File: config.mk
export PLATFORM = sky130hd
export DESIGN_NAME = map_scroller
export DESIGN_NICKNAME = d
export VERILOG_FILES = /design/src/rtl/delivery_game_pkg.sv /design/src/rtl/map_scroller_row_generator.sv /design/src/rtl/map_scroller.sv
export SDC_FILE = /design/constraint.sdc
export NUM_CORES = 1
export LEC_CHECK = 0
export CAP_MARGIN = 40
export CORE_UTILIZATION = 60
export CTS_CLUSTER_SIZE = 8
export DETAILED_ROUTE_END_ITERATION = 6
export GPL_ROUTABILITY_DRIVEN = 0
export PLACE_DENSITY = 0.86
export SLEW_MARGIN = 5
export SYNTH_ARGS = -nofsm -noshare
export SYNTH_HDL_FRONTEND = slang
export SYNTH_SLANG_ARGS = --single-unit
File: constraint.sdc
create_clock -name clock -period 8.6 [get_ports clock]
set_clock_uncertainty 0.1 [all_clocks]
set_input_delay 1.72 -clock clock [delete_from_list [all_inputs] [get_ports clock]]
set_output_delay 1.72 -clock clock [all_outputs]
set_load 0.01 [all_outputs]
File: src/rtl/delivery_game_pkg.sv
// Shared constants, FSM encoding and LFSR step for the delivery-game map logic.
// Pure declarations: no latency, no state.
// Not applicable: no handshake lives in a package.
package delivery_game_pkg;

  localparam int          ROWS      = 128;
  localparam int          AW        = 7;
  localparam int          LANES     = 4;
  localparam int          OBST_GAP  = 8;
  localparam logic [15:0] LFSR_TAPS = 16'hB400;
  localparam logic [15:0] LFSR_SEED = 16'hACE1;

  typedef enum logic {
    CLEAR = 1'b0,
    RUN   = 1'b1
  } state_t;

  // One step of the 16-bit right-shifting Galois LFSR; a nonzero state never reaches zero
  function automatic logic [15:0] lfsr_next(input logic [15:0] cur);
    return {1'b0, cur[15:1]} ^ (cur[0] ? LFSR_TAPS : 16'h0000);
  endfunction

endpackage

File: src/rtl/map_scroller_row_generator.sv
// Produces the next map row: empty except every OBST_GAP-th step, which is an LFSR obstacle row.
// Combinational row output; LFSR/gap counter advance on the cycle 'step' is high.
// No backpressure: caller pulses 'step' only when the row is consumed. SAFE_LANE_EN keeps a path open.
module row_generator
  import delivery_game_pkg::*;
#(
  parameter int          LANES    = delivery_game_pkg::LANES,
  parameter int          OBST_GAP = delivery_game_pkg::OBST_GAP,
  parameter logic [15:0] SEED     = delivery_game_pkg::LFSR_SEED
) (
  input  logic             clock,
  input  logic             reset,
  input  logic             init,
  input  logic             step,
  output logic [LANES-1:0] row
);

  localparam int GW = (OBST_GAP > 1) ? $clog2(OBST_GAP) : 1;
  localparam logic [GW-1:0] GAP_LAST = GW'(OBST_GAP - 1);

  logic [15:0]      lfsr_q, lfsr_d;
  logic [GW-1:0]    gap_cnt_q, gap_cnt_d;
  logic             obst;
  int               force_idx;
  logic [LANES-1:0] raw_row;
  logic [LANES-1:0] gen_row;

  // Raw obstacle candidate: LFSR low bits, with one pseudo-random lane reopened if fully blocked
  always_comb begin
    obst      = (gap_cnt_q == GAP_LAST);
    force_idx = int'(lfsr_q[10:8]) % LANES;
    raw_row   = lfsr_q[LANES-1:0];
    if (&raw_row) begin
      for (int i = 0; i < LANES; i++) begin
        if (i == force_idx) raw_row[i] = 1'b0;
      end
    end
  end

`ifdef SAFE_LANE_EN
  logic [LANES-1:0] free_mask_q, free_mask_d;
  logic [LANES-1:0] keep_free;

  // Reopen the lowest lane that was free in the previous obstacle row so a path always continues
  always_comb begin
    keep_free   = free_mask_q & (~free_mask_q + LANES'(1));
    gen_row     = obst ? (raw_row & ~keep_free) : '0;
    free_mask_d = free_mask_q;
    if (init)             free_mask_d = '1;
    else if (step && obst) free_mask_d = ~gen_row;
  end

  // Free-lane mask of the most recent obstacle row
  always_ff @(posedge clock or negedge reset) begin
    if (!reset) free_mask_q <= '1;
    else        free_mask_q <= free_mask_d;
  end
`else
  // Without the safe-lane mask only the never-all-blocked rule shapes the row
  always_comb begin
    gen_row = obst ? raw_row : '0;
  end
`endif

  // Advance the LFSR and the obstacle spacing counter once per accepted step
  always_comb begin
    lfsr_d    = lfsr_q;
    gap_cnt_d = gap_cnt_q;
    if (init) begin
      lfsr_d    = SEED;
      gap_cnt_d = '0;
    end else if (step) begin
      lfsr_d    = lfsr_next(lfsr_q);
      gap_cnt_d = obst ? '0 : gap_cnt_q + GW'(1);
    end
  end

  // Generator state registers
  always_ff @(posedge clock or negedge reset) begin
    if (!reset) begin
      lfsr_q    <= SEED;
      gap_cnt_q <= '0;
    end else begin
      lfsr_q    <= lfsr_d;
      gap_cnt_q <= gap_cnt_d;
    end
  end

  assign row = gen_row;

endmodule

File: src/rtl/map_scroller.sv
// Scrolling ring-buffer delivery map: clears on reset/clear, then shifts one row per move pulse.
// rd_data and exit_row/exit_valid are registered (latency 1); ready rises after a ROWS-cycle clear.
// No backpressure: moves outside RUN are dropped. Optional feature macro: SAFE_LANE_EN.
module map_scroller
  import delivery_game_pkg::*;
#(
  parameter int          ROWS     = delivery_game_pkg::ROWS,
  parameter int          AW       = delivery_game_pkg::AW,
  parameter int          LANES    = delivery_game_pkg::LANES,
  parameter int          OBST_GAP = delivery_game_pkg::OBST_GAP,
  parameter logic [15:0] SEED     = delivery_game_pkg::LFSR_SEED
) (
  input  logic             clock,
  input  logic             reset,
  input  logic             clear,
  input  logic             move_map,
  input  logic [AW-1:0]    rd_addr,
  output logic [LANES-1:0] rd_data,
  output logic [AW-1:0]    offset,
  output logic             ready,
  output logic             exit_valid,
  output logic [LANES-1:0] exit_row,
  output logic [15:0]      distance
);

  state_t           state_q, state_d;
  logic [AW-1:0]    clr_idx_q, clr_idx_d;
  logic [AW-1:0]    offset_q, offset_d;
  logic [15:0]      distance_q, distance_d;
  logic             exit_valid_q, exit_valid_d;
  logic [LANES-1:0] exit_row_q, exit_row_d;
  logic [LANES-1:0] rd_data_q, rd_data_d;
  logic [LANES-1:0] mem_q [ROWS];

  logic             move_acc, clr_we, mem_we;
  logic [AW-1:0]    new_phys, rd_phys, mem_waddr;
  logic [LANES-1:0] mem_wdata, gen_row;

  row_generator #(
    .LANES    (LANES),
    .OBST_GAP (OBST_GAP),
    .SEED     (SEED)
  ) u_row_gen (
    .clock (clock),
    .reset (reset),
    .init  (clear),
    .step  (move_acc),
    .row   (gen_row)
  );

  // FSM state register
  always_ff @(posedge clock or negedge reset) begin
    if (!reset) state_q <= CLEAR;
    else        state_q <= state_d;
  end

  // FSM next state: clear wins everywhere, CLEAR exits once the last row is wiped
  always_comb begin
    state_d = state_q;
    if (clear) begin
      state_d = CLEAR;
    end else begin
      case (state_q)
        CLEAR:   if (clr_idx_q == AW'(ROWS - 1)) state_d = RUN;
        RUN:     state_d = RUN;
        default: state_d = CLEAR;
      endcase
    end
  end

  // FSM outputs: ready in RUN, wipe writes in CLEAR, moves only accepted in RUN without clear
  always_comb begin
    ready    = (state_q == RUN);
    clr_we   = (state_q == CLEAR);
    move_acc = (state_q == RUN) && move_map && !clear;
  end

  // Datapath next values; all reads see pre-move offset and pre-write memory
  always_comb begin
    new_phys     = offset_q - AW'(1);
    rd_phys      = offset_q + rd_addr;
    clr_idx_d    = clr_idx_q;
    offset_d     = offset_q;
    distance_d   = distance_q;
    exit_valid_d = 1'b0;
    exit_row_d   = exit_row_q;
    rd_data_d    = '0;
    if (clear) begin
      clr_idx_d  = '0;
      offset_d   = '0;
      distance_d = '0;
      exit_row_d = '0;
    end else begin
      if (state_q == CLEAR) clr_idx_d = clr_idx_q + AW'(1);
      if (state_q == RUN)   rd_data_d = mem_q[rd_phys];
      if (move_acc) begin
        offset_d     = new_phys;
        exit_row_d   = mem_q[new_phys];
        exit_valid_d = 1'b1;
        if (distance_q != 16'hFFFF) distance_d = distance_q + 16'd1;
      end
    end
  end

  // Single memory write port shared by the wipe sweep and the new top row
  always_comb begin
    mem_we    = clr_we || move_acc;
    mem_waddr = clr_we ? clr_idx_q : new_phys;
    mem_wdata = clr_we ? '0 : gen_row;
  end

  // Map storage; contents are defined by the CLEAR sweep, so no reset is needed
  always_ff @(posedge clock) begin
    if (mem_we) mem_q[mem_waddr] <= mem_wdata;
  end

  // Datapath registers
  always_ff @(posedge clock or negedge reset) begin
    if (!reset) begin
      clr_idx_q    <= '0;
      offset_q     <= '0;
      distance_q   <= '0;
      exit_valid_q <= 1'b0;
      exit_row_q   <= '0;
      rd_data_q    <= '0;
    end else begin
      clr_idx_q    <= clr_idx_d;
      offset_q     <= offset_d;
      distance_q   <= distance_d;
      exit_valid_q <= exit_valid_d;
      exit_row_q   <= exit_row_d;
      rd_data_q    <= rd_data_d;
    end
  end

  assign rd_data    = rd_data_q;
  assign offset     = offset_q;
  assign exit_valid = exit_valid_q;
  assign exit_row   = exit_row_q;
  assign distance   = distance_q;

endmodule
==> results.yml <==
job:
  drv_cap: 0
route:
  drc: 0
  dr.first_iter.drc_count: 3216
  firstDrtPassIters: 7
  vias: 18007
  wire_per_inst_um: 33.9
  drt_wl_total_um: 80000
  via_per_inst: 7.64
  ant_nets: 0
sta:
  finalSetupTns_ns: 0
  fin_crit_sh: 0.617
  whs_ns: 0.389
  relSlewSlack: 0.334
  timing.fmax_mhz: 188
  rsz0062_at_grt: "false"
  hold_viol_final: 0
  setup_viol: 0
  slew_violations: 0
  worstMarginPinSlew_ns: 0.985
  setup_ws_ns: 3.29
  min_period_ns: 5.31
clock_network:
  cts-root-buf: "clkbuf_16"
  cts_resized: 0
  cts_setup_buffers: 0
  hold_buffers: 0
  clk_path_buf_depth: 3
  numCtsBuffers: 81
  htreeDepth: 3
  clk_latency_ns: 0.64
  cts_sinks: 571
  clk_pin_slew_worst_paths_ns: 0.05
  cts_tree: "built"
place:
  place_ws_ns: 2.99
  dpl.cell_count: 2246
  place_area_um2: 29000
  io_buffers: 43
  hpwl_um: 47800
layout:
  diodes: 0
  post-route-util: 0.685
  design_area_um2: 31200
  drive_gt1_frac: 0.260
  fin_cells: 2357
  area_growth_pct: 12.2
  n_fill_cell: 2742
  layout.nets: 1752
synthesis:
  ys_seq_elements: 571
  synth_enable_flop_cells: 512
  synth_cells: 1672
  syn-cell-area_um2: 27800
  ys_warn_count: 0
  avgSynthCellArea_um2: 16.6
  seq_area_frac_synth: 0.607
  synth_top_area_frac: 0.554
  syn_nets: 1695
  yosys.area.top_type: "edfxtp_1"
  synthArstFlopShare: 0.103
  yosysMostFrequentCell: "edfxtp_1"
  ys_top_cells_by_count: "edfxtp_1 (512), mux4_2 (274), nor2_1 (184)"
  ys.flop_type: "edfxtp_1"
  synth.area.top_cells: "edfxtp_1 (55%), mux4_2 (22%), dfrtp_1 (4.6%)"
  yosysUniqueCellTypes: 79
power_and_ir_drop:
  p_comb_frac: 0.039
  p_seq_frac: 0.490
  power_density_nw_per_um2: 196
  netSwitchingPower_mw: 1.33
  internal-power_mw: 4.79
  total_power_mw: 6.12
  p_leak_nw: 10.1
  clkPwrFrac: 0.471
  switching_share: 0.217
  vdd_drop_max_mv: 0.147
critical_path:
  required_ns: 9.05
  crit_type: "in2reg"
  worstPathMaxFanout: 16
  crit_path_start_kind: "input pin"
  cp_data_arrival_time_ns: 5.76
  end_kind: "register"
grt:
  grt_pass1_wl_um: 119000
  antenna_found_initial: 0
  grt_usage: 0.349
  grt_remaining_overflow: 0
  grt_start_max_net_pins: 101
  grt_pass1_vias: 18407
worst_hold_path:
  hold_class: "reg2reg"
run_status:
  status: "completed"
die:
  io_pins: 44
  rows: 78
  initial_core_util: 0.611
  die-area_um2: 47100
  dieWidth_um: 217
  fp.dieH_um: 217
  coreArea_um2: 45500
state kept, by name, summed over array words and instances, names as in the netlist:
name	count
mem_q	512
ready	1
u_row_gen.gap_cnt_q	3
rd_data	4
exit_row	4
u_row_gen.lfsr_q	16
offset	7
exit_valid	1
clr_idx_q	7
distance	16
power groups by stage:
stage | Combinational [mW] | Sequential, mW | Clock (mW)
after detailed placement | 0.225 | 3.05 | 0
after global routing | 0.242 | 3.00 | 2.98
after floorplan | 0.141 | 3.05 | 0
final | 0.238 | 3.00 | 2.88
after CTS | 0.227 | 3.00 | 2.89
after global placement | 0.217 | 3.05 | 0
cell usage in the layout, fill, tap and decap left out, types with 5 or more instances in the layout:
master and count:
o21ai_0 15, o22a_1 5, a32oi_1 12, nand4_1 13, dfstp_2 8, edfxtp_1 512
inv_1 15, nor3_1 11, nand3_1 18, and3_1 18, a311oi_1 5, a22o_1 12
clkbuf_1 21, clkdlybuf4s50_1 42, a211oi_1 14, nand2_2 6, a21oi_1 16, o22ai_1 7
dfrtp_1 50, mux2i_1 36, nand2_1 161, clkbuf_16 82, and2_1 7, xor2_1 13
buf_16 5, buf_4 36, nor2b_1 5, xnor2_1 11, or3_1 6, ha_1 9
a31oi_1 14, o21ai_1 6, a2111oi_0 5, nor2_1 182, mux4_2 274
cell families (layout without fill, tap and decap cells):
| kind of cell | count (synthesis) | in the layout | synth area share |
|---|---|---|---|
| simple gates | 453 | 453 | 0.0711 |
| xor+xnor | 30 | 30 | 0.00973 |
| fa+ha+maj | 12 | 12 | 0.00568 |
| compound gates | 164 | 164 | 0.0460 |
| flops | 571 | 571 | 0.607 |
| mux | 312 | 312 | 0.236 |
| buf+inv | 130 | 215 | 0.0244 |
worst paths after layout:
kind                            depth (start not counted)                             start                               end  slack, ns
worst max-delay path                                   10                        rd_addr[2]              rd_data[2]$_DFF_PN0_       3.29
worst min-delay path                                    2  u_row_gen.lfsr_q[12]$_DFFE_PN0P_  u_row_gen.lfsr_q[12]$_DFFE_PN0P_       0.39
worst max register to register                         10             offset[1]$_DFFE_PN0P_              rd_data[3]$_DFF_PN0_       3.99
worst min register to register                          2  u_row_gen.lfsr_q[12]$_DFFE_PN0P_  u_row_gen.lfsr_q[12]$_DFFE_PN0P_       0.39
max in group asynchronous                               2                             reset             offset[0]$_DFFE_PN0P_       6.45
min in group asynchronous                               1                             reset   u_row_gen.lfsr_q[2]$_DFFE_PN0P_       1.02
worst max-delay path, stage by stage:
cell and delay (ns):
clkdlybuf4s50_1 0.47, ha_1 0.32, a211oi_2 0.52, nor2_1 0.38
nor2_2 0.77, buf_4 0.44, nand2_1 0.14, a311oi_1 0.70
o31ai_1 0.17, nor2_1 0.11
layer usage:
metal	up-vias	GRT usage	share of wire
met4	2	0.197	0.066
li1	6896	-	-
met5	-	0.00938	0.00069
met3	430	0.100	0.14
met1	9018	0.443	0.32
met2	1661	0.543	0.47
layout make-up:
class | instances | area [um^2] | area share
Timing Repair Buffer | 89 | 910 | 0.0292
Multi-Input combinational cell | 971 | 10400 | 0.333
Clock buffer | 103 | 2130 | 0.0684
Sequential cell | 571 | 16900 | 0.541
Inverter | 15 | 56.3 | 0.00181
Clock inverter | 8 | 78.8 | 0.00253
Tap cell | 600 | 751 | 0.0241
(Power assumes the default switching activity.)
